[src/rtl/cw_uart_time_tx.sv]
// rtl/cw_uart_time_tx.sv - UART transmitter of the time of day as "HH:MM:SS\r\n" (8N1).
// Define CW_UART_TX_PARITY_EN to add an even-parity bit to every frame.
`timescale 1ns/1ps
module cw_uart_time_tx #(
  parameter int BAUD_DIV = 434,
  parameter int CNT_W    = 17
) (
  input  logic             CLK,
  input  logic             RSTn,
  input  logic             i_Start,
  input  logic [CNT_W-1:0] i_Sec_Cnt,
  output logic             o_Txd,
  output logic             o_Busy,
  output logic             o_Done
);

  localparam int BW = (BAUD_DIV > 2) ? $clog2(BAUD_DIV) : 1;

  typedef enum logic [2:0] {
    S_IDLE, S_CONV, S_START, S_DATA, S_PARITY, S_STOP, S_DONE
  } state_t;

  state_t          state_q, state_d;
  logic [16:0]     rem_q, rem_d;
  logic [5:0][3:0] dig_q, dig_d;
  logic [2:0]      step_q, step_d;
  logic [BW-1:0]   baud_cnt_q, baud_cnt_d;
  logic [2:0]      bit_cnt_q, bit_cnt_d;
  logic [3:0]      byte_idx_q, byte_idx_d;
  logic            txd_q, txd_d;

  logic        accept;
  logic        baud_last;
  logic [31:0] sec_ext;
  logic [16:0] divisor;
  logic [7:0]  cur_byte;

  assign accept    = i_Start && (state_q == S_IDLE || state_q == S_DONE);
  assign baud_last = (baud_cnt_q == BW'(BAUD_DIV - 1));
  assign sec_ext   = 32'(i_Sec_Cnt);

  always_comb begin
    case (step_q)
      3'd0:    divisor = 17'd36000;
      3'd1:    divisor = 17'd3600;
      3'd2:    divisor = 17'd600;
      3'd3:    divisor = 17'd60;
      default: divisor = 17'd10;
    endcase
  end

  always_ff @(posedge CLK or negedge RSTn) begin
    if (!RSTn) begin
      state_q    <= S_IDLE;
      rem_q      <= '0;
      dig_q      <= '0;
      step_q     <= '0;
      baud_cnt_q <= '0;
      bit_cnt_q  <= '0;
      byte_idx_q <= '0;
      txd_q      <= 1'b1;
    end else begin
      state_q    <= state_d;
      rem_q      <= rem_d;
      dig_q      <= dig_d;
      step_q     <= step_d;
      baud_cnt_q <= baud_cnt_d;
      bit_cnt_q  <= bit_cnt_d;
      byte_idx_q <= byte_idx_d;
      txd_q      <= txd_d;
    end
  end

  always_comb begin
    state_d    = state_q;
    rem_d      = rem_q;
    dig_d      = dig_q;
    step_d     = step_q;
    baud_cnt_d = baud_cnt_q;
    bit_cnt_d  = bit_cnt_q;
    byte_idx_d = byte_idx_q;
    case (state_q)
      S_IDLE, S_DONE: begin
        state_d = S_IDLE;
        if (accept) begin
          state_d    = S_CONV;
          // Out-of-range counts wrap to midnight, like the clock itself.
          rem_d      = (sec_ext >= 32'd86400) ? 17'd0 : sec_ext[16:0];
          dig_d      = '0;
          step_d     = '0;
          baud_cnt_d = '0;
          bit_cnt_d  = '0;
          byte_idx_d = '0;
        end
      end
      S_CONV: begin
        if (rem_q >= divisor) begin
          rem_d         = rem_q - divisor;
          dig_d[step_q] = dig_q[step_q] + 4'd1;
        end else if (step_q == 3'd4) begin
          dig_d[5] = rem_q[3:0];
          state_d  = S_START;
        end else begin
          step_d = step_q + 3'd1;
        end
      end
      S_START: begin
        baud_cnt_d = baud_last ? '0 : baud_cnt_q + BW'(1);
        if (baud_last) begin
          state_d   = S_DATA;
          bit_cnt_d = '0;
        end
      end
      S_DATA: begin
        baud_cnt_d = baud_last ? '0 : baud_cnt_q + BW'(1);
        if (baud_last) begin
          if (bit_cnt_q == 3'd7) begin
`ifdef CW_UART_TX_PARITY_EN
            state_d = S_PARITY;
`else
            state_d = S_STOP;
`endif
          end else begin
            bit_cnt_d = bit_cnt_q + 3'd1;
          end
        end
      end
`ifdef CW_UART_TX_PARITY_EN
      S_PARITY: begin
        baud_cnt_d = baud_last ? '0 : baud_cnt_q + BW'(1);
        if (baud_last) state_d = S_STOP;
      end
`endif
      S_STOP: begin
        baud_cnt_d = baud_last ? '0 : baud_cnt_q + BW'(1);
        if (baud_last) begin
          if (byte_idx_q == 4'd9) begin
            state_d = S_DONE;
          end else begin
            byte_idx_d = byte_idx_q + 4'd1;
            state_d    = S_START;
          end
        end
      end
      default: state_d = S_IDLE;
    endcase
  end

  // The line level is derived from the next state so o_Txd stays aligned with the FSM.
  always_comb begin
    case (byte_idx_d)
      4'd0:    cur_byte = {4'h3, dig_q[0]};
      4'd1:    cur_byte = {4'h3, dig_q[1]};
      4'd3:    cur_byte = {4'h3, dig_q[2]};
      4'd4:    cur_byte = {4'h3, dig_q[3]};
      4'd6:    cur_byte = {4'h3, dig_q[4]};
      4'd7:    cur_byte = {4'h3, dig_q[5]};
      4'd8:    cur_byte = 8'h0D;
      4'd9:    cur_byte = 8'h0A;
      default: cur_byte = 8'h3A;
    endcase
    case (state_d)
      S_START: txd_d = 1'b0;
      S_DATA:  txd_d = cur_byte[bit_cnt_d];
`ifdef CW_UART_TX_PARITY_EN
      S_PARITY: txd_d = ^cur_byte;
`endif
      default: txd_d = 1'b1;
    endcase
  end

  assign o_Txd  = txd_q;
  assign o_Busy = (state_q != S_IDLE) && (state_q != S_DONE);
  assign o_Done = (state_q == S_DONE);

endmodule

[config.mk]
export PLATFORM = sky130hd
export DESIGN_NAME = cw_uart_time_tx
export DESIGN_NICKNAME = d
export VERILOG_FILES = /design/src/rtl/cw_uart_time_tx.sv
export SDC_FILE = /design/constraint.sdc
export NUM_CORES = 1
export LEC_CHECK = 0
export CAP_MARGIN = 10
export CORE_ASPECT_RATIO = 0.7
export CORE_UTILIZATION = 60
export CTS_BUF_LIST = sky130_fd_sc_hd__clkbuf_4 sky130_fd_sc_hd__clkbuf_8
export DETAILED_ROUTE_END_ITERATION = 8
export DONT_BUFFER_PORTS = 1
export GPL_TIMING_DRIVEN = 0
export PLACE_DENSITY = 0.86
export SYNTH_ARGS = -nofsm -noshare
export SYNTH_HDL_FRONTEND = slang
export SYNTH_SLANG_ARGS = --single-unit
[constraint.sdc]
create_clock -name CLK -period 4.7 [get_ports CLK]
set_clock_uncertainty 0.05 [all_clocks]
set_input_delay 0.235 -clock CLK [delete_from_list [all_inputs] [get_ports CLK]]
set_output_delay 0.235 -clock CLK [all_outputs]
set_load 0.005 [all_outputs]
# Word-level counts from Yosys, hierarchy flattened
# Index checks and enable logic that the tools add are counted.
dict set report classes {
  addsub 6
  order_cmp 5
  eq_ne 27
  n_mux 44
  n_reduce_logical 16
}
# operator count
set op_table {}
lappend op_table {{16-bit one-hot mux with 4 select lines} 1}
lappend op_table {{17-bit two-way mux} 3}
lappend op_table {{24-bit one-hot mux with 2 select lines} 1}
lappend op_table {{6-bit one-hot mux with 8 select lines} 1}
lappend op_table {{3-bit two-way mux} 14}
lappend op_table {{17-bit one-hot mux with 2 select lines} 1}
lappend op_table {{4-bit two-way mux} 7}
lappend op_table {{24-bit bitwise mux} 1}
lappend op_table {{24-bit two-way mux} 1}
lappend op_table {{20-bit two-way mux} 1}
lappend op_table {{3-bit by 2-bit == test with 1-bit output (second input constant)} 6}
lappend op_table {{9-bit two-way mux} 2}
lappend op_table {{9-bit one-hot mux with 2 select lines} 1}
lappend op_table {{17-bit greater-or-equal comparator} 1}
lappend op_table {{17-bit greater-or-equal comparator (second input constant)} 1}
lappend op_table {{17-bit subtractor} 1}
lappend op_table {{3-bit one-hot mux with 5 select lines} 1}
lappend op_table {{4-bit binary-select mux with 3-bit select} 1}
lappend op_table {{4-bit demux with 3-bit select} 1}
lappend op_table {{3-bit == test (second input constant)} 4}
lappend op_table {{4-bit by 3-bit == test with 1-bit output (second input constant)} 3}
lappend op_table {{4-bit == test (second input constant)} 3}
lappend op_table {{9-bit by 1-bit adder with 9-bit output (second input constant)} 1}
lappend op_table {{9-bit == test (second input constant)} 1}
lappend op_table {{26 further kinds} 40}
dict set report totals {
  regBits 64
  output_inout_bits 3
  elab_cells 111
}

# Depth between registers and ports, before layout
# Gate-level depths: netlist of run 1.
dict set report logic_depth {
  ltp_word 10
  mapped_depth 15
  ltp_nobuf 13
}

# Worst setup path after synthesis of run 1
# OpenSTA, ideal clock, no wires.
dict set report synth_path {
  path_kind {reg2reg}
  startpoint {register step_q[2]}
  endpoint {register rem_q[15]}
  t_arrival_ns 3.450
  path_slack_ns 1.076
  stages_incl_launch_ff 15
  n_path_buf 2
  period_less_slack_ns 3.624
  path_cell_list {dfrtp_1 > clkbuf_1 > clkinv_1 > ha_1 > fa_1 > nor2b_1 > o21ai_1 > a21boi_1 > o21a_1 > o21ai_1 > a211o_1 > a31o_1 > buf_2 > nand2_1 > mux2_2}
}
dict set report synth_via {
  elab_chain_cells 5
  word_cells_on_any_way 11
}
# item line
set synth_rtl {}
lappend synth_rtl {{from (decl)} 26} ;# logic [2:0] step_q, step_d;
lappend synth_rtl {{from (signal assigned)} 66} ;# step_q <= step_d;
lappend synth_rtl {{3-bit by 2-bit == test with 1-bit output, or another cell as far along} 43} ;# case (step_q)
lappend synth_rtl {{16-bit one-hot mux with 4 select lines (*)} 43}
lappend synth_rtl {{17-bit subtractor or 17-bit greater-or-equal comparator (tied branches)} {98, 97}}
lappend synth_rtl {{17-bit two-way mux or 2-bit != test (tied branches)} -}
lappend synth_rtl {{17-bit one-hot mux with 2 select lines or 3-bit AND reduction (tied branches)} -}
lappend synth_rtl {{to (signal assigned)} 64} ;# rem_q <= rem_d;
lappend synth_rtl {{to (decl)} 24} ;# logic [16:0] rem_q, rem_d;
# Every way passes the cells marked *; elsewhere a longest branch is shown, timed or not. The select of a mux whose other input is x is not followed.
# A chain may end at the register's enable or synchronous reset.

# Worst setup path in the final report of run 1
dict set report layout_path {
  startpoint {register step_q[2]}
  endpoint {register rem_q[1]}
}
# The elaborated chain is that of the path after synthesis.

==> metrics, run 1 <==
CTS sink count 64; clock tree from TritonCTS done; top achievable clock speed 0.229 GHz; clock latency of the later-clocked register in the worst-skew pair 360 ps; met1 Usage GRT 0.499; Setup TNS Final 0 ps; Yosys reg bits 64; non-filler cells in the finished layout 653; Final Critical Period 4360 ps; top library cells by usage in the layout, fill and taps aside sky130_fd_sc_hd__nand2_1, sky130_fd_sc_hd__dfrtp_1, sky130_fd_sc_hd__o21ai_0, sky130_fd_sc_hd__nor2_1, sky130_fd_sc_hd__mux2i_1; core region area 0.00745 mm^2; Synth async-reset ratio 1.00; Die Area 0.00825 mm^2; post-synthesis to final-layout area growth 8.60%; via-per-instance ratio 6.83; pin count of the biggest net entering global routing 65; Worst Path Arrival 4550 ps; final-report max-slew violation count 0; via count of the first global-routing pass 4,049; via count 4,458; deepest clock path buffer count 2; # nets final 594; Initial Utilization 0.635; startpoint type of the worst setup path register; share of synthesized area occupied by flip-flops and latches 0.339; detailed-route DRC error count 0; GR Layer Usage met3 0.115; mean area per synthesized cell 8.81 um^2; CTS resizes 0; global-route wire length before repair 21,200 um; final hold violation count 0; most frequent standard cell in the layout excluding fill and tap cells sky130_fd_sc_hd__nand2_1; cts bufs inserted 9; worst setup path class reg2reg; total number of yosys warnings 0; DP HPWL 9520 um; filler cell count in the final layout 595; maximum fanout encountered on the critical timing path 11; leak pwr 0.00223 uW; io pins 23; Avg WL per Cell 19.8 um; number of placement rows 26; Syn Std Cell Area 0.00473 mm^2; H-tree lvl count 3; post-synthesis net count 581; path type of the worst min-delay path in2reg; met2 layer usage reported by global route 0.469; fraction of layout cells with a size suffix above 1 0.106; routed wire length 12,900 um; total power per unit cell area 813 mW/mm^2; largest cells by area after synthesis sky130_fd_sc_hd__dfrtp_1, sky130_fd_sc_hd__ha_1, sky130_fd_sc_hd__nand2_1, sky130_fd_sc_hd__mux2i_1, sky130_fd_sc_hd__o21ai_0; dominant cell type by area after synthesis sky130_fd_sc_hd__dfrtp_1; portion of the clock cycle consumed by the worst path in the final layout 0.928; drt initial violations 479; crit end category register; number of antenna cells inserted 0; unrepaired setup endpoints after global routing no; post-CTS setup buffer count 0; count of cell types in the netlist 83; EDFF count, synth 0; leftover overflow at the end of global routing 0; headroom to the max-slew limit 0.392; clock-pin slew on the worst setup and hold paths 70 ps; primary flip-flop cell chosen by synthesis mapping sky130_fd_sc_hd__dfrtp_1; Peak VDD IR 0.607 mV; final weighted congestion in routability-driven placement 0.953; required time at the worst-slack endpoint 4890 ps; worst slew pin tran 905 ps; Synth top area share 0.333; count of max-cap constraint violations 0; Gate Count Post-Synth 537; die boundary width 108 um; final number of setup-violating endpoints 0; total of buffers placed on input and output ports 0; overall die height 76.3 um; status finished, final reports clean; first drt pass iteration count 6; root buffer selected by CTS sky130_fd_sc_hd__clkbuf_8; GRT Overall Usage 0.338; antenna violations before repair 0; grt peak-use layer met1; Antenna Nets Post-Route 0; instance count after placement with tap cells included 635
[worst paths after layout]
check | start | to | slack (ps) | cells past startpoint
setup reg to reg | step_q[2] | rem_q[1] | 340 | 14
hold / removal | i_Sec_Cnt[13] | rem_q[13] | 40 | 2
min in group asynchronous | RSTn | state_q[2] | 360 | 2
hold reg to reg | baud_cnt_q[8] | baud_cnt_q[8] | 450 | 1
setup / recovery | step_q[2] | rem_q[1] | 340 | 14
max in group asynchronous | RSTn | o_Txd | 3950 | 2
[area by class of cell]
cell class              instances  area (um^2)  share of cell area
clock buffers                  14          180              0.0351
flip-flops and latches         64         1600               0.312
plain buffers                  26          131              0.0256
clock inverters                 2         60.1              0.0117
well taps                      98          123              0.0239
inverters                      32          128              0.0248
multi-input cells             414         2870               0.558
repair buffers                  3         47.5             0.00925
[flip-flops by register name (all words and copies together), names as in the netlist]
register,flops
dig_q,24
rem_q,17
baud_cnt_q,9
byte_idx_q,4
bit_cnt_q,3
state_q,3
step_q,3
o_Txd,1
[power by group]
group / internal (uW) / total, uW / leakage (uW) / switching, uW
logic: 1020 / 2580 / 0.00129 / 1560
clock network: 354 / 572 / 0.000124 / 218
registers: 783 / 1020 / 0.000810 / 242
total: 2150 / 4180 / 0.00223 / 2020
[synthesized netlist by cell type (4+ instances only)]
cell type	n
sky130_fd_sc_hd__nand2_1	75
sky130_fd_sc_hd__dfrtp_1	63
sky130_fd_sc_hd__o21ai_0	36
sky130_fd_sc_hd__nor2_1	35
sky130_fd_sc_hd__mux2i_1	28
sky130_fd_sc_hd__inv_1	27
sky130_fd_sc_hd__ha_1	23
sky130_fd_sc_hd__a21oi_1	18
sky130_fd_sc_hd__clkbuf_1	17
sky130_fd_sc_hd__nand3_1	17
sky130_fd_sc_hd__mux2_2	10
sky130_fd_sc_hd__nor3_1	10
sky130_fd_sc_hd__o22ai_1	10
sky130_fd_sc_hd__a31oi_1	9
sky130_fd_sc_hd__and4_1	6
sky130_fd_sc_hd__nand4_1	6
sky130_fd_sc_hd__a221o_1	5
sky130_fd_sc_hd__a22oi_1	5
sky130_fd_sc_hd__a32oi_1	5
sky130_fd_sc_hd__and2_1	5
sky130_fd_sc_hd__nor2b_1	5
sky130_fd_sc_hd__o2bb2ai_1	5
sky130_fd_sc_hd__a21o_1	4
sky130_fd_sc_hd__and3_1	4
sky130_fd_sc_hd__buf_6	4
sky130_fd_sc_hd__nand3b_1	4
sky130_fd_sc_hd__nor4_1	4
sky130_fd_sc_hd__o31ai_1	4
sky130_fd_sc_hd__o32ai_1	4
sky130_fd_sc_hd__or2_2	4
[what timing repair did]
| action | 4_1_cts | 5_1_grt |
|---|---|---|
| setup endpoints to repair | 0 | 1 |
| hold buffers | 3 | 0 |
| hold endpoints to repair | 65 | 0 |
[stage by stage]
| stage | utilization | power, uW | cell area [um^2] | hold slack [ps] | worst slack (ps) |
|---|---|---|---|---|---|
| after floorplan | - | 2870 | 4730 | -111 | 1080 |
| after global placement | 0.651 | 3380 | 4850 | -109 | 423 |
| after detailed placement | 0.651 | 3490 | 4850 | -109 | 398 |
| after CTS | 0.690 | 4090 | 5140 | 28.8 | 360 |
| after global routing | 0.690 | 4480 | 5140 | 44.3 | 66.3 |
| final | 0.690 | 4180 | 5140 | 37.0 | 336 |
[layer usage]
layer,vias to the layer above,routed length [um],share of wire
li1,2021,-,-
met1,2168,5750,0.44
met2,255,5460,0.42
met3,14,1600,0.12
met4,0,129,0.010
met5,-,0,0
[logic make-up (layout without fill, tap and decap cells)]
kind of cell / after synthesis / in the layout / share of synthesized area
flops: 64 / 64 / 0.339
xor+xnor: 5 / 5 / 0.00926
simple gates: 196 / 196 / 0.212
buf+inv: 59 / 77 / 0.0555
fa+ha+maj: 25 / 25 / 0.0672
mux: 43 / 43 / 0.104
compound gates: 145 / 145 / 0.213
[worst max-delay path: stages, from the launching register on]
cell                       delay, ps
sky130_fd_sc_hd__dfrtp_1         350
sky130_fd_sc_hd__clkbuf_1        280
sky130_fd_sc_hd__clkinv_1        350
sky130_fd_sc_hd__ha_1            350
sky130_fd_sc_hd__fa_1            430
sky130_fd_sc_hd__nor2b_1         140
sky130_fd_sc_hd__o21ai_1          90
sky130_fd_sc_hd__a21boi_1        240
sky130_fd_sc_hd__o21a_1          190
sky130_fd_sc_hd__o21ai_1         140
sky130_fd_sc_hd__a211o_1         390
sky130_fd_sc_hd__a31o_1          240
sky130_fd_sc_hd__buf_2           210
sky130_fd_sc_hd__nand2_1         400
sky130_fd_sc_hd__mux2_2          390
Power figures use the tool's default switching activity.
==> run 2: changes to the inputs <==
Settings changed: GPL_TIMING_DRIVEN 0 to not set.
==> run 2 against run 1 <==
Against the previous run:
- sequential share of layout area rose by 0.51 points
- worst setup slack improved by 21 ps
- wire length shrank 0.42%
- first-iteration DRC count is 27% higher
- critical path type unchanged
- critical endpoint is now dig_q[19]
- largest cell class unchanged
- largest power group unchanged
- highest routed layer unchanged
==> metrics, run 2 (synthesis results as in run 1) <==
via-per-instance ratio 6.97 (+2.1%); path depth of the worst reg2reg path 12 (-2); cts bufs inserted 9 (unchanged); final-report max-slew violation count 0 (unchanged); CTS sink count 64 (unchanged); Final Critical Period 4340 ps (-20.8 ps); non-filler cells in the finished layout 630 (-3.5%); DP HPWL 9560 um (+0.33%); Die Area 0.00825 mm^2 (unchanged); Antenna Nets Post-Route 0 (unchanged); worst slew pin tran 943 ps (+38.5 ps); master of the slowest instance on the critical path sky130_fd_sc_hd__nor3_1; headroom to the max-slew limit 0.370 (-0.0223); Top reg by flops dig_q; GRT Overall Usage 0.335 (-0.00374); Worst Path Arrival 4560 ps (about the same); final hold violation count 0 (unchanged); final number of setup-violating endpoints 0 (unchanged); detailed-route DRC error count 0 (unchanged); Largest register FFs 24 (unchanged); Peak VDD IR 0.531 mV (-13%); worst setup path class reg2reg; Setup TNS Final 0 ps (unchanged); top library cells by usage in the layout, fill and taps aside sky130_fd_sc_hd__nand2_1, sky130_fd_sc_hd__dfrtp_1, sky130_fd_sc_hd__o21ai_0, sky130_fd_sc_hd__nor2_1, sky130_fd_sc_hd__mux2i_1; first drt pass iteration count 7 (+1); fraction of layout cells with a size suffix above 1 0.103 (-0.00292); Largest regs dig_q (24), rem_q (17), baud_cnt_q (9); portion of the clock cycle consumed by the worst path in the final layout 0.924 (-0.00442); deepest clock path buffer count 2 (unchanged); instance count after placement with tap cells included 611 (-3.8%); buffering stage count on the worst path with inverters included 1 (-2); antenna violations before repair 0 (unchanged); most frequent standard cell in the layout excluding fill and tap cells sky130_fd_sc_hd__nand2_1; status finished, final reports clean; drt initial violations 610 (+27%); clock tree from TritonCTS done; leftover overflow at the end of global routing 0 (unchanged); leak pwr 0.00219 uW (-1.6%); maximum fanout encountered on the critical timing path 11 (unchanged); total power per unit cell area 828 mW/mm^2 (+1.8%); Avg WL per Cell 20.4 um (+3.2%); clock-pin slew on the worst setup and hold paths 80 ps (about the same); Initial Utilization 0.635 (unchanged); root buffer selected by CTS sky130_fd_sc_hd__clkbuf_8; core region area 0.00745 mm^2 (unchanged); overall die height 76.3 um (unchanged); # nets final 571 (-3.9%); pin count of the biggest net entering global routing 65 (unchanged); via count of the first global-routing pass 4,099 (+1.2%); path length in cells of the critical path 12 (-2); Fin Hold WS 25.8 ps (-11.3 ps); crit end category register; unrepaired setup endpoints after global routing no; H-tree lvl count 3 (unchanged); top achievable clock speed 0.230 GHz (+0.48%); total of buffers placed on input and output ports 0 (unchanged); final weighted congestion in routability-driven placement 0.956 (+0.25%); io pins 23 (unchanged); number of antenna cells inserted 0 (unchanged); cells traversed along the worst timing path clkinv_1 > ha_1 > fa_1 > nor2b_1 > o21ai_1 > a21boi_1 > o21a_1 > o21ai_1 > a211o_1 > a31o_1 > nor3_1 > mux2i_1; clock latency of the later-clocked register in the worst-skew pair 360 ps (about the same); hold path cells 2 (unchanged); die boundary width 108 um (unchanged); startpoint type of the worst setup path register; routed wire length 12,900 um (-0.42%); post-synthesis to final-layout area growth 6.85%; path type of the worst min-delay path in2reg; via count 4,392 (-1.5%); largest stage delay on the critical path 770 ps (+340 ps); required time at the worst-slack endpoint 4920 ps (+30 ps); count of max-cap constraint violations 0 (unchanged); crit-path most repeated cell sky130_fd_sc_hd__o21ai_1; total power 4180 uW (+0.16%); family with the most delay on the worst path compound AO/OA/AOI/OAI gates; global-route wire length before repair 21,000 um (-0.62%); number of placement rows 26 (unchanged)
-- run 2: changes by cell type in the layout (fill, tap and decap cells not counted), sizes merged --
| cell | previous run | this run |
|---|---|---|
| clkbuf | 30 | 9 |
| bufinv | 2 | 4 |
| inv | 28 | 29 |
| clkinv | 4 | 6 |
| buf | 11 | 4 |
-- run 2: per-stage QoR --
step	instance area, um^2	worst slack (ps)	utilization
2_1_floorplan	4730	1080	-
3_3_place_gp	4740	881	0.636
3_5_place_dp	4740	488	0.636
4_1_cts	5050	446	0.679
5_1_grt	5050	138	0.679
6_report	5050	357	0.679
-- run 2: cell type report --
cell class / count / area (um^2)
multi-input cells: 414 / 2870
fillers: 574 / 2390
flip-flops and latches: 64 / 1600
clock inverters: 7 / 143
inverters: 32 / 128
clock buffers: 9 / 124
well taps: 98 / 123
repair buffers: 6 / 70.1
-- run 2: worst paths after layout --
check                       endpoint         start  slack, ps
setup / recovery           dig_q[19]     step_q[2]        360
hold / removal              rem_q[8]  i_Sec_Cnt[8]         30
setup reg to reg           dig_q[19]     step_q[2]        360
hold reg to reg            rem_q[15]     rem_q[15]        470
max in group asynchronous      o_Txd          RSTn       3960
min in group asynchronous  rem_q[14]          RSTn        340
-- run 2: metal layers --
metal / vias up / part of all wire / global-route usage
met3: 15 / 0.13 / 0.116
li1: 1978 / - / -
met2: 303 / 0.42 / 0.470
met1: 2096 / 0.44 / 0.491
met4: 0 / 0.011 / 0.0767
met5: - / 0 / 0
-- run 2: repair_timing --
item / CTS / global route
gates resized for setup: 0 / 0
hold buffers: 3 / 0
setup buffers: 0 / 0
hold endpoints to repair: 65 / 0
-- run 2: power breakdown --
group          switching (uW)  leakage (uW)  total (uW)  internal (uW)
Combinational            1490       0.00125        2470            979
Sequential                287      0.000810        1070            782
Clock                     234      0.000134         642            408
==> run 3: changes to the inputs <==
Settings changed: ABC_AREA set to 1.
Clock period 4.7 ns to 5 ns, I/O delays scaled along.
==> run 3 against run 2 <==
Against the previous run:
- first-iteration DRC count fell by 27%
- die area fell by 1.9%
- hold slack got worse by 15 ps
- largest cell class unchanged
- register-to-register slack improved by 830 ps
- worst setup slack improved by 830 ps
- synthesized cell count rose by 18%
- via count rose by 3.6%
- critical path type unchanged
- final area fell by 1.7%
==> metrics, run 3 <==
status finished, final reports clean; top library cells by usage in the layout, fill and taps aside sky130_fd_sc_hd__nand2_1, sky130_fd_sc_hd__inv_1, sky130_fd_sc_hd__dfrtp_1, sky130_fd_sc_hd__nand3_1, sky130_fd_sc_hd__nor2_1; leak pwr 0.00237 uW (+8.0%); mean area per synthesized cell 7.34 um^2 (-17%); antenna violations before repair 0 (unchanged); Hold EP rem_q[7]; master of the slowest instance on the critical path sky130_fd_sc_hd__nand2_1; Largest regs dig_q (24), rem_q (17), baud_cnt_q (9); Die Area 0.00809 mm^2 (-1.9%); pin count of the biggest net entering global routing 65 (unchanged); dominant cell type by area after synthesis sky130_fd_sc_hd__dfrtp_1; Yosys reg bits 64 (unchanged); largest stage delay on the critical path 480 ps (-290 ps); final hold violation count 0 (unchanged); Post-Synth XOR/XNOR Area 0.0245 (+0.0153); DP HPWL 9450 um (-1.2%); CTS resizes 0 (unchanged); path type of the worst min-delay path in2reg; GRT Overall Usage 0.337 (+0.00247); post-CTS setup buffer count 0 (unchanged); number of antenna cells inserted 0 (unchanged); most frequent standard cell in the layout excluding fill and tap cells sky130_fd_sc_hd__nand2_1; cts bufs inserted 9 (unchanged); buffering stage count on the worst path with inverters included 3 (+2); overall die height 75.6 um (-0.96%); via count of the first global-routing pass 4,018 (-2.0%); number of placement rows 26 (unchanged); Simple-Gate Fraction of Synth Area 0.319 (+0.106); clock latency of the later-clocked register in the worst-skew pair 360 ps (about the same); required time at the worst-slack endpoint 5170 ps (+250 ps); count of max-cap constraint violations 0 (unchanged); total of buffers placed on input and output ports 0 (unchanged); EDFF count, synth 0 (unchanged); Antenna Nets Post-Route 0 (unchanged); routed wire length 12,600 um (-2.0%); total power 985 uW (-76%); family with the most delay on the worst path simple AND/OR/NAND/NOR gates; most frequent cell after synthesis sky130_fd_sc_hd__nand2_1; fraction of synthesized area in multiplexers 0.00243 (-0.101); first drt pass iteration count 5 (-2); final weighted congestion in routability-driven placement 0.957 (+0.10%); worst r2r dst dig_q[8]; headroom to the max-slew limit 0.488 (+0.118); hold path startpoint i_Sec_Cnt[7]; Peak VDD IR 0.190 mV (-64%); unrepaired setup endpoints after global routing no; deepest clock path buffer count 2 (unchanged); top achievable clock speed 0.262 GHz (+14%); fraction of layout cells with a size suffix above 1 0.120 (+0.0166); via count 4,552 (+3.6%); Synth top area share 0.340 (+0.00665); post-synthesis to final-layout area growth 7.18%; io pins 23 (unchanged); die boundary width 107 um (-0.97%); global-route wire length before repair 20,400 um (-3.3%); Worst Path Arrival 3980 ps (-580 ps); clock tree from TritonCTS done; final number of setup-violating endpoints 0 (unchanged); Initial Utilization 0.628 (-0.00694); startpoint of the worst register-to-register path step_q[0]; final-report max-slew violation count 0 (unchanged); Post-CTS Hold Buffers 5 (+2); drt initial violations 444 (-27%); count of cell types in the netlist 49 (-41%); cells traversed along the worst timing path ha_1 > ha_1 > fa_1 > inv_1 > nand3_1 > nand2_1 > a31oi_1 > nor2_1 > inv_1 > nand2_1 > nand3_1 > nand4_2 > nand2_2 > nand2_1 > buf_4 > o21ai_1 > nand2_1 > o21ai_0; H-tree lvl count 3 (unchanged); startpoint type of the worst setup path register; hold path cells 2 (unchanged); Synth async-reset ratio 1.00 (unchanged); Top reg by flops dig_q; crit end category register; Setup TNS Final 0 ps (unchanged); # nets final 681 (+19%); Final Critical Period 3820 ps (-527 ps); primary flip-flop cell chosen by synthesis mapping sky130_fd_sc_hd__dfrtp_1; Syn Std Cell Area 0.00464 mm^2 (-2.0%); largest cells by area after synthesis sky130_fd_sc_hd__dfrtp_1, sky130_fd_sc_hd__nand2_1, sky130_fd_sc_hd__nand3_1, sky130_fd_sc_hd__ha_1, sky130_fd_sc_hd__inv_1; post-synthesis net count 676 (+16%); clock-pin slew on the worst setup and hold paths 80 ps (about the same); commonest cells in the netlist sky130_fd_sc_hd__nand2_1, sky130_fd_sc_hd__inv_1, sky130_fd_sc_hd__dfrtp_1; path depth of the worst reg2reg path 18 (+6); Largest register FFs 24 (unchanged); CTS sink count 64 (unchanged); adder and majority cell fraction of the synthesized area 0.0664 (-0.000817); Avg WL per Cell 17.1 um (-17%); total power per unit cell area 198 mW/mm^2 (-76%); portion of the clock cycle consumed by the worst path in the final layout 0.763 (-0.161); dominant combinational cell family by area after synthesis simple AND/OR/NAND/NOR gates; total number of yosys warnings 0 (unchanged); via-per-instance ratio 6.15 (-12%); fraction of the mapped netlist area in compound gates 0.161 (-0.0524); core region area 0.00738 mm^2 (-0.87%); final core utilization 0.673 (-0.00537); slack of the worst reg-to-reg path 1180 ps (+830 ps); worst slew pin tran 764 ps (-180 ps); filler cell count in the final layout 643 (+12%); worst setup path class reg2reg; share of synthesized area occupied by flip-flops and latches 0.346 (+0.00676); crit-path most repeated cell sky130_fd_sc_hd__nand2_1; leftover overflow at the end of global routing 0 (unchanged); detailed-route DRC error count 0 (unchanged); maximum fanout encountered on the critical timing path 22 (+11); Gate Count Post-Synth 632 (+18%); root buffer selected by CTS sky130_fd_sc_hd__clkbuf_8
==> run 3: changes by cell type in the layout (fill, tap and decap cells not counted), sizes merged, moves of 6 or more <==
| cell | before | now |
|---|---|---|
| xor2 | 3 | 9 |
| nor3 | 13 | 3 |
| nand4 | 6 | 14 |
| mux2 | 12 | 1 |
| nor2 | 36 | 67 |
| nand3 | 18 | 65 |
| o21ai | 39 | 55 |
| mux2i | 28 | 0 |
| a21oi | 18 | 27 |
| and2 | 6 | 0 |
| nand2 | 75 | 155 |
| inv | 29 | 82 |
| and4 | 6 | 0 |
==> run 3: cell type report <==
| cell class | instances | area (um^2) | share of cell area |
|---|---|---|---|
| Multi-Input combinational cell | 472 | 2660 | 0.535 |
| Clock buffer | 10 | 131 | 0.0264 |
| Inverter | 83 | 314 | 0.0632 |
| Timing Repair Buffer | 7 | 82.6 | 0.0166 |
| Sequential cell | 64 | 1600 | 0.322 |
| Tap cell | 98 | 123 | 0.0247 |
| Clock inverter | 6 | 60.1 | 0.0121 |
==> run 3: metal layers <==
metal,part of all wire,vias to the layer above,global-route usage
met3,0.12,24,0.0975
met5,0,-,0
li1,-,2140,-
met2,0.40,278,0.472
met1,0.46,2110,0.507
met4,0.014,0,0.0913
==> run 3: worst max path at each step <==
stage,from,endpoint,slack (ps),depth (start not counted)
2_1_floorplan,step_q[0],rem_q[11],2180,16
3_3_place_gp,step_q[0],dig_q[10],1440,18
3_5_place_dp,step_q[0],dig_q[8],1250,18
4_1_cts,step_q[0],dig_q[8],1240,18
5_1_grt,step_q[1],dig_q[8],870,18
6_report,step_q[0],dig_q[8],1180,18
==> run 3: cell families after synthesis <==
family          count (synthesis)
xor+xnor                       13
simple gates                  307
flops                          64
compound gates                127
buf+inv                        96
fa+ha+maj                      24
mux                             1
==> run 3: where the power goes <==
part           switching [uW]  internal [uW]
sequential                  0            517
combinational            14.9           5.65
clock                     214            233
==> run 3: metrics by stage <==
stage | hold WS, ps | instance area (um^2) | cells | worst slack, ps
after floorplan | -95.6 | 4640 | 632 | 2180
after detailed placement | -94.1 | 4710 | 719 | 1250
after global placement | -94.2 | 4710 | 719 | 1440
after global routing | 16.7 | 4970 | 740 | 873
after CTS | 0.286 | 4970 | 740 | 1240
final | 11.1 | 4970 | 740 | 1180
